==> config.mk <==
export PLATFORM = sky130hd
export DESIGN_NAME = cnt_ctrl
export DESIGN_NICKNAME = d
export VERILOG_FILES = /design/src/rtl/cnt_ctrl_pkg.sv /design/src/rtl/cnt_ctrl_debounce.sv /design/src/rtl/cnt_ctrl.sv
export SDC_FILE = /design/constraint.sdc
export NUM_CORES = 1
export LEC_CHECK = 0
export ABC_AREA = 0
export CORE_MARGIN = 3
export CORE_UTILIZATION = 36
export DETAILED_ROUTE_END_ITERATION = 6
export RECOVER_POWER = 50
export SLEW_MARGIN = 25
export SYNTH_ARGS = -nofsm -noshare
export SYNTH_HDL_FRONTEND = slang
export SYNTH_SLANG_ARGS = --single-unit
export TNS_END_PERCENT = 30
==> constraint.sdc <==
create_clock -name clk -period 2.94 [get_ports clk]
set_input_delay 0.588 -clock clk [delete_from_list [all_inputs] [get_ports clk]]
set_output_delay 0.588 -clock clk [all_outputs]
set_load 0.02 [all_outputs]
==> src/rtl/cnt_ctrl_pkg.sv <==
`default_nettype none
// +----------------------------------------------------------------------------+
// | Module  : cnt_ctrl_pkg                                                       |
// | Brief   : Shared command/state types and button indices for cnt_ctrl.        |
// | Rev     : 1.0  initial release                                               |
// +----------------------------------------------------------------------------+
package cnt_ctrl_pkg;

  typedef enum logic [1:0] {
    CMD_NONE,
    CMD_UP,
    CMD_DOWN,
    CMD_LOAD
  } cmd_t;

  typedef enum logic [1:0] {
    RPT_IDLE,
    RPT_HOLD,
    RPT_REPEAT
  } rpt_state_t;

  localparam int c_BTN_UP    = 0;
  localparam int c_BTN_DOWN  = 1;
  localparam int c_BTN_LOAD  = 2;
  localparam int c_NUM_BTN   = 3;
  localparam int c_TIMER_W   = 32;

  // Fixed priority: load beats up beats down; losers are simply dropped.
  function automatic cmd_t arbitrate(input logic i_ld, input logic i_up, input logic i_dn);
    cmd_t v_cmd;
    v_cmd = CMD_NONE;
    if (i_ld) begin
      v_cmd = CMD_LOAD;
    end else if (i_up) begin
      v_cmd = CMD_UP;
    end else if (i_dn) begin
      v_cmd = CMD_DOWN;
    end
    return v_cmd;
  endfunction

endpackage
`default_nettype wire

==> src/rtl/cnt_ctrl_debounce.sv <==
`default_nettype none
// +----------------------------------------------------------------------------+
// | Module  : btn_debounce                                                       |
// | Brief   : 2-flop synchronizer, counter debounce and registered rise pulse.   |
// | Rev     : 1.0  initial release                                               |
// +----------------------------------------------------------------------------+
module btn_debounce #(
  parameter int unsigned DEBOUNCE_CYCLES = 500000
) (
  input  logic clk,
  input  logic rst,
  input  logic i_btn,
  output logic o_level,
  output logic o_rise
);

  localparam int unsigned c_CNT_W = (DEBOUNCE_CYCLES > 1) ? $clog2(DEBOUNCE_CYCLES) : 1;
  localparam logic [c_CNT_W-1:0] c_CNT_LAST = c_CNT_W'(DEBOUNCE_CYCLES - 32'd1);

  logic               r_sync1;
  logic               r_sync2;
  logic               r_level;
  logic               r_level_q;
  logic               r_rise;
  logic [c_CNT_W-1:0] r_cnt;

  logic w_mismatch;
  logic w_accept;

  assign w_mismatch = r_sync2 ^ r_level;
  assign w_accept   = w_mismatch && (r_cnt == c_CNT_LAST);

  always_ff @(posedge clk) begin
    if (rst) begin
      r_sync1   <= 1'b0;
      r_sync2   <= 1'b0;
      r_level   <= 1'b0;
      r_level_q <= 1'b0;
      r_rise    <= 1'b0;
      r_cnt     <= '0;
    end else begin
      r_sync1   <= i_btn;
      r_sync2   <= r_sync1;
      r_level_q <= r_level;
      r_rise    <= r_level & ~r_level_q;
      // Counter restarts on acceptance so the next change needs a full stable run.
      if (!w_mismatch || w_accept) begin
        r_cnt <= '0;
      end else begin
        r_cnt <= r_cnt + 1'b1;
      end
      if (w_accept) begin
        r_level <= ~r_level;
      end
    end
  end

  assign o_level = r_level;
  assign o_rise  = r_rise;

endmodule
`default_nettype wire

==> src/rtl/cnt_ctrl.sv <==
`default_nettype none
// +----------------------------------------------------------------------------+
// | Module  : cnt_ctrl                                                           |
// | Brief   : Button/switch front end producing clean en/up/load/count_in.       |
// | Rev     : 1.0  initial release                                               |
// +----------------------------------------------------------------------------+
module cnt_ctrl
  import cnt_ctrl_pkg::*;
#(
  parameter int unsigned WIDTH           = 4,
  parameter int unsigned DEBOUNCE_CYCLES = 500000,
  parameter int unsigned HOLD_CYCLES     = 50000000,
  parameter int unsigned REPEAT_CYCLES   = 10000000
) (
  input  logic             clk,
  input  logic             rst,
  input  logic             btn_up,
  input  logic             btn_down,
  input  logic             btn_load,
  input  logic [WIDTH-1:0] sw,
  output logic             en,
  output logic             up,
  output logic             load,
  output logic [WIDTH-1:0] count_in
);

  localparam logic [c_TIMER_W-1:0] c_HOLD_LAST = c_TIMER_W'(HOLD_CYCLES - 32'd1);
  localparam logic [c_TIMER_W-1:0] c_REP_LAST  = c_TIMER_W'(REPEAT_CYCLES - 32'd1);

  logic [c_NUM_BTN-1:0] w_raw;
  logic [c_NUM_BTN-1:0] w_level;
  logic [c_NUM_BTN-1:0] w_rise;

  assign w_raw = {btn_load, btn_down, btn_up};

  for (genvar g = 0; g < c_NUM_BTN; g++) begin : g_btn
    btn_debounce #(
      .DEBOUNCE_CYCLES (DEBOUNCE_CYCLES)
    ) u_db (
      .clk     (clk),
      .rst     (rst),
      .i_btn   (w_raw[g]),
      .o_level (w_level[g]),
      .o_rise  (w_rise[g])
    );
  end

  logic [WIDTH-1:0] r_sw_s1;
  logic [WIDTH-1:0] r_sw_s2;

  rpt_state_t           r_state;
  rpt_state_t           w_state_nxt;
  logic                 r_dir;
  logic                 w_dir_nxt;
  logic [c_TIMER_W-1:0] r_timer;
  logic [c_TIMER_W-1:0] w_timer_nxt;

  logic             r_en;
  logic             r_up;
  logic             r_load;
  logic [WIDTH-1:0] r_count_in;

  logic       w_en_nxt;
  logic       w_up_nxt;
  logic       w_load_nxt;
  cmd_t       w_cmd;
  logic [1:0] w_dir_idx;
  logic       w_dir_level;

  assign w_cmd       = arbitrate(w_rise[c_BTN_LOAD], w_rise[c_BTN_UP], w_rise[c_BTN_DOWN]);
  assign w_dir_idx   = r_dir ? 2'(c_BTN_UP) : 2'(c_BTN_DOWN);
  assign w_dir_level = w_level[w_dir_idx];

  always_ff @(posedge clk) begin
    if (rst) begin
      r_state <= RPT_IDLE;
      r_dir   <= 1'b0;
      r_timer <= '0;
    end else begin
      r_state <= w_state_nxt;
      r_dir   <= w_dir_nxt;
      r_timer <= w_timer_nxt;
    end
  end

  always_comb begin
    w_state_nxt = r_state;
    w_dir_nxt   = r_dir;
    w_timer_nxt = r_timer;
    w_load_nxt  = (w_cmd == CMD_LOAD);
    w_en_nxt    = 1'b0;
    w_up_nxt    = r_up;
    case (r_state)
      RPT_IDLE: begin
        if ((w_cmd == CMD_UP) || (w_cmd == CMD_DOWN)) begin
          w_en_nxt    = 1'b1;
          w_dir_nxt   = (w_cmd == CMD_UP);
          w_timer_nxt = '0;
          w_state_nxt = RPT_HOLD;
        end
      end
      RPT_HOLD: begin
        // Release of the owning button wins over any timer expiry in the same cycle.
        if (!w_dir_level) begin
          w_state_nxt = RPT_IDLE;
        end else if ((HOLD_CYCLES != 0) && (r_timer == c_HOLD_LAST)) begin
          w_en_nxt    = 1'b1;
          w_timer_nxt = '0;
          w_state_nxt = RPT_REPEAT;
        end else begin
          w_timer_nxt = r_timer + 1'b1;
        end
      end
      RPT_REPEAT: begin
        if (!w_dir_level) begin
          w_state_nxt = RPT_IDLE;
        end else if (r_timer == c_REP_LAST) begin
          w_en_nxt    = 1'b1;
          w_timer_nxt = '0;
        end else begin
          w_timer_nxt = r_timer + 1'b1;
        end
      end
      default: begin
        w_state_nxt = RPT_IDLE;
      end
    endcase
    // A repeat tick that lands on a load is lost; the timer has already restarted.
    if (w_load_nxt) begin
      w_en_nxt = 1'b0;
    end
    if (w_en_nxt) begin
      w_up_nxt = w_dir_nxt;
    end
  end

  always_ff @(posedge clk) begin
    if (rst) begin
      r_sw_s1    <= '0;
      r_sw_s2    <= '0;
      r_en       <= 1'b0;
      r_up       <= 1'b0;
      r_load     <= 1'b0;
      r_count_in <= '0;
    end else begin
      r_sw_s1 <= sw;
      r_sw_s2 <= r_sw_s1;
      r_en    <= w_en_nxt;
      r_up    <= w_up_nxt;
      r_load  <= w_load_nxt;
      if (w_load_nxt) begin
        r_count_in <= r_sw_s2;
      end
    end
  end

  assign en       = r_en;
  assign up       = r_up;
  assign load     = r_load;
  assign count_in = r_count_in;

endmodule
`default_nettype wire

==> results of run 1 <==
[routing by layer]
layer / vias up / wire [um]
met3: 16 / 414
li1: 2125 / -
met1: 1879 / 4840
met4: 0 / 176
met2: 68 / 4470
met5: - / 0
[power groups by stage]
stage	combinational, mW	clock (mW)	sequential, mW
after CTS	0.0485	2.17	1.67
after global routing	0.0522	2.26	1.67
after global placement	0.0481	0	1.70
final	0.0457	2.12	1.67
after detailed placement	0.0485	0	1.70
after floorplan	0.0289	0	1.70
[cells by family after synthesis]
kind of cell,after synthesis
AND/OR/NAND/NOR,316
flip-flops,122
XOR/XNOR,69
AO/OA/AOI/OAI,39
buffers and inverters,36
multiplexers,16
adder cells (fa/ha/maj),9
[how the worst max path moves through the flow]
stage | from | endpoint | depth (start not counted)
2_1_floorplan | r_state[0] | r_timer[31] | 8
6_report | r_state[0] | r_timer[23] | 8
3_3_place_gp | r_state[0] | r_timer[23] | 8
4_1_cts | r_state[0] | r_timer[23] | 8
3_5_place_dp | r_state[0] | r_timer[23] | 8
5_1_grt | r_timer[0] | r_timer[12] | 7
[metrics by stage]
step	setup WS (ps)	utilization (%)	cell area, um2	hold WS, ps
6_report	397	44.3	6270	387
5_1_grt	228	44.3	6270	409
4_1_cts	404	44.4	6280	390
3_5_place_dp	413	40.0	5670	383
3_3_place_gp	468	40.0	5670	374
2_1_floorplan	566	-	5320	367
[cells in the final DEF (no fill, tap or decap), types with 4 or more instances in the layout]
cell,count
clkbuf_16,17
a211oi_1,5
nor4_1,7
xnor2_1,34
and4_1,7
clkdlybuf4s50_1,7
inv_1,19
nand3_1,44
a21oi_1,17
nor4b_1,9
dfxtp_1,122
mux2i_1,14
nor3_1,8
o21ai_0,9
or3_1,6
dlygate4sd3_1,8
nand2_1,47
clkinv_4,4
xor2_1,35
nor2b_1,25
nor2_1,111
and3_1,13
ha_1,9
clkbuf_1,4
nand4_1,23
[final cells by class]
class / instances / area, um2
inverter: 19 / 71.3
fill: 1378 / 7880
sequential: 122 / 2440
tap: 180 / 225
timing repair buffer: 20 / 176
clock inverter: 13 / 168
clock buffer: 19 / 443
multi-input combinational: 449 / 2740
[worst max-delay path, delay by kind of cell, from the launching register on]
family	cells	cell delay, ps
buffers and inverters	1	80
XOR/XNOR	1	120
AND/OR/NAND/NOR	4	1110
adder cells (fa/ha/maj)	1	280
flip-flops	1	390
AO/OA/AOI/OAI	1	450
[sequential cells by signal, summed over array words and instances (netlist names), 4 cells and up]
register          flops
r_timer              32
g_btn.u_db.r_cnt     57
count_in              4
r_sw_s2               4
r_sw_s1               4
==> flow_metrics.tcl, run 1 <==
set metrics [dict create \
    r2r-end "r_timer[23]" \
    wl_per_cell_um 12.0 \
    synth_top_family_by_area "simple AND/OR/NAND/NOR gates" \
    cts_buffers 17 \
    syn_area_per_cell_um2 8.77 \
    busiest_layer "met2" \
    yosysSeqAreaShare_pct 45.9 \
    cp_data_arrival_time_ps 2840 \
    hold_path_class "register to register" \
    synth_ff_type "dfxtp_1" \
    finalHoldViolations 0 \
    vias 4088 \
    sw_frac_of_total_pct 20.5 \
    reg2reg_depth 8 \
    ir_drop_mv 0.492 \
    status "finished, final reports clean" \
    use_met1_pct 16.9 \
    min_path_cells 1 \
    fmax_mhz 393 \
    ant_nets 0 \
    antenna_found_initial 0 \
    dp_cells 790 \
    synth_compound_area_share_pct 4.82 \
    yosys.area_share.simple_pct 30.1 \
    row_count 43 \
    cts_hold_buffers 0 \
    h-tree-depth 4 \
    cp-end-kind "register" \
    p_leak_nw 2.13 \
    yosysUniqueCellTypes 44 \
    synthArstFlopShare_pct 0 \
    crit_slowest_cell "nor4_2" \
    ff2ff_setup_slack_ps 400 \
    holdPathEnd "g_btn[0].u_db.o_rise" \
    p_total_mw 3.83 \
    powerDensity_nw_per_um2 611 \
    via_per_inst 4.97 \
    seqPwrFrac_pct 43.5 \
    crit_chain "inv_1 -> ha_1 -> or2_1 -> a2111o_1 -> nor4_2 -> and3_1 -> xnor2_1 -> nor2_1" \
    clock_path_buffers 2 \
    grt_pass1_vias 4022 \
    cp_max_fo 6 \
    combinationalPowerShare_pct 1.2 \
    fp.dieH_um 128 \
    synth_area_leaders "dfxtp_1, nor2_1, xor2_1, xnor2_1, nand3_1" \
    synth_xor_area_share_pct 11.4 \
    dpl.hpwl_um 6870 \
    drt_first_pass_iters 4 \
    drive_gt1_share_pct 7.32 \
    synth_edf_count 0 \
    die_area_um2 16300 \
    rr_startpoint "r_state[0]" \
    stdcell_count 822 \
    cts.sinks 122 \
    slew_headroom_pct 38.5 \
    p_switching_mw 0.785 \
    cap_violations 0 \
    hp-start "g_btn[0].u_db.r_level_q" \
    core_area_um2 14100 \
    port-buffer-count 15 \
    clk_pin_slew_worst_paths_ps 60 \
    synthAdderAreaFrac_pct 2.12 \
    grt_max_degree 20 \
    setup_viol 0 \
    syn_to_final_growth_pct 17.7 \
    grt.total_usage_pct 13.2 \
    drcViolationCount 0 \
    p_clk_share_pct 55.3 \
    grt_overflow 0 \
    ys_top_cells_by_count "dfxtp_1, nor2_1, nand2_1" \
    synth.area.mux_share_pct 3.06 \
    fin_crit_sh_pct 86.5 \
    yosysMostFrequentCell "dfxtp_1" \
    cts.repair.resized 0 \
    gp_congestion 0.815 \
    synth_top_area_share_pct 45.9 \
    syn_inst 607 \
    synth_top_area_cell "dfxtp_1" \
    synth_area_um2 5320 \
    cts_tree "built" \
    yosysWarnings 0 \
    fin_worst_skew_ps 8.90 \
    slowest_delay_ps 510 \
    synth.ff_latch_count 122 \
    cp-start-kind "register" \
    drt_wl_total_um 9900 \
    path_class "register to register" \
    period_minus_slack_ps 2540 \
    grt_pass1_wl_um 17800 \
    drt_iter0_markers 193 \
    clkLatencyLatePin_ps 410 \
    use_met2_pct 20.6 \
    cp.required_ps 3240 \
    fin_nets 647 \
    maxSlewViolCount 0 \
    tns_ps 0 \
    synth_nets 625 \
    cts_setup_buffers 0 \
    ios 16 \
    met3_usage_pct 4.47 \
    antenna_cells 0 \
    worst-slew-pin-transition_ps 923 \
    rsz0062_at_grt "false" \
    p_int_mw 3.05 \
    die_x_um 128 \
    cts_root_buffer "clkbuf_16" \
    initial_core_util_pct 37.6 \
]
Note: power is estimated with default switching activity, not from simulation.
==> run 2, diff against run 1 <==
- GPL_TIMING_DRIVEN: not set -> 1
==> results of run 2 <==
No change in the layout: final DEF, timing and power equal those of run 1.
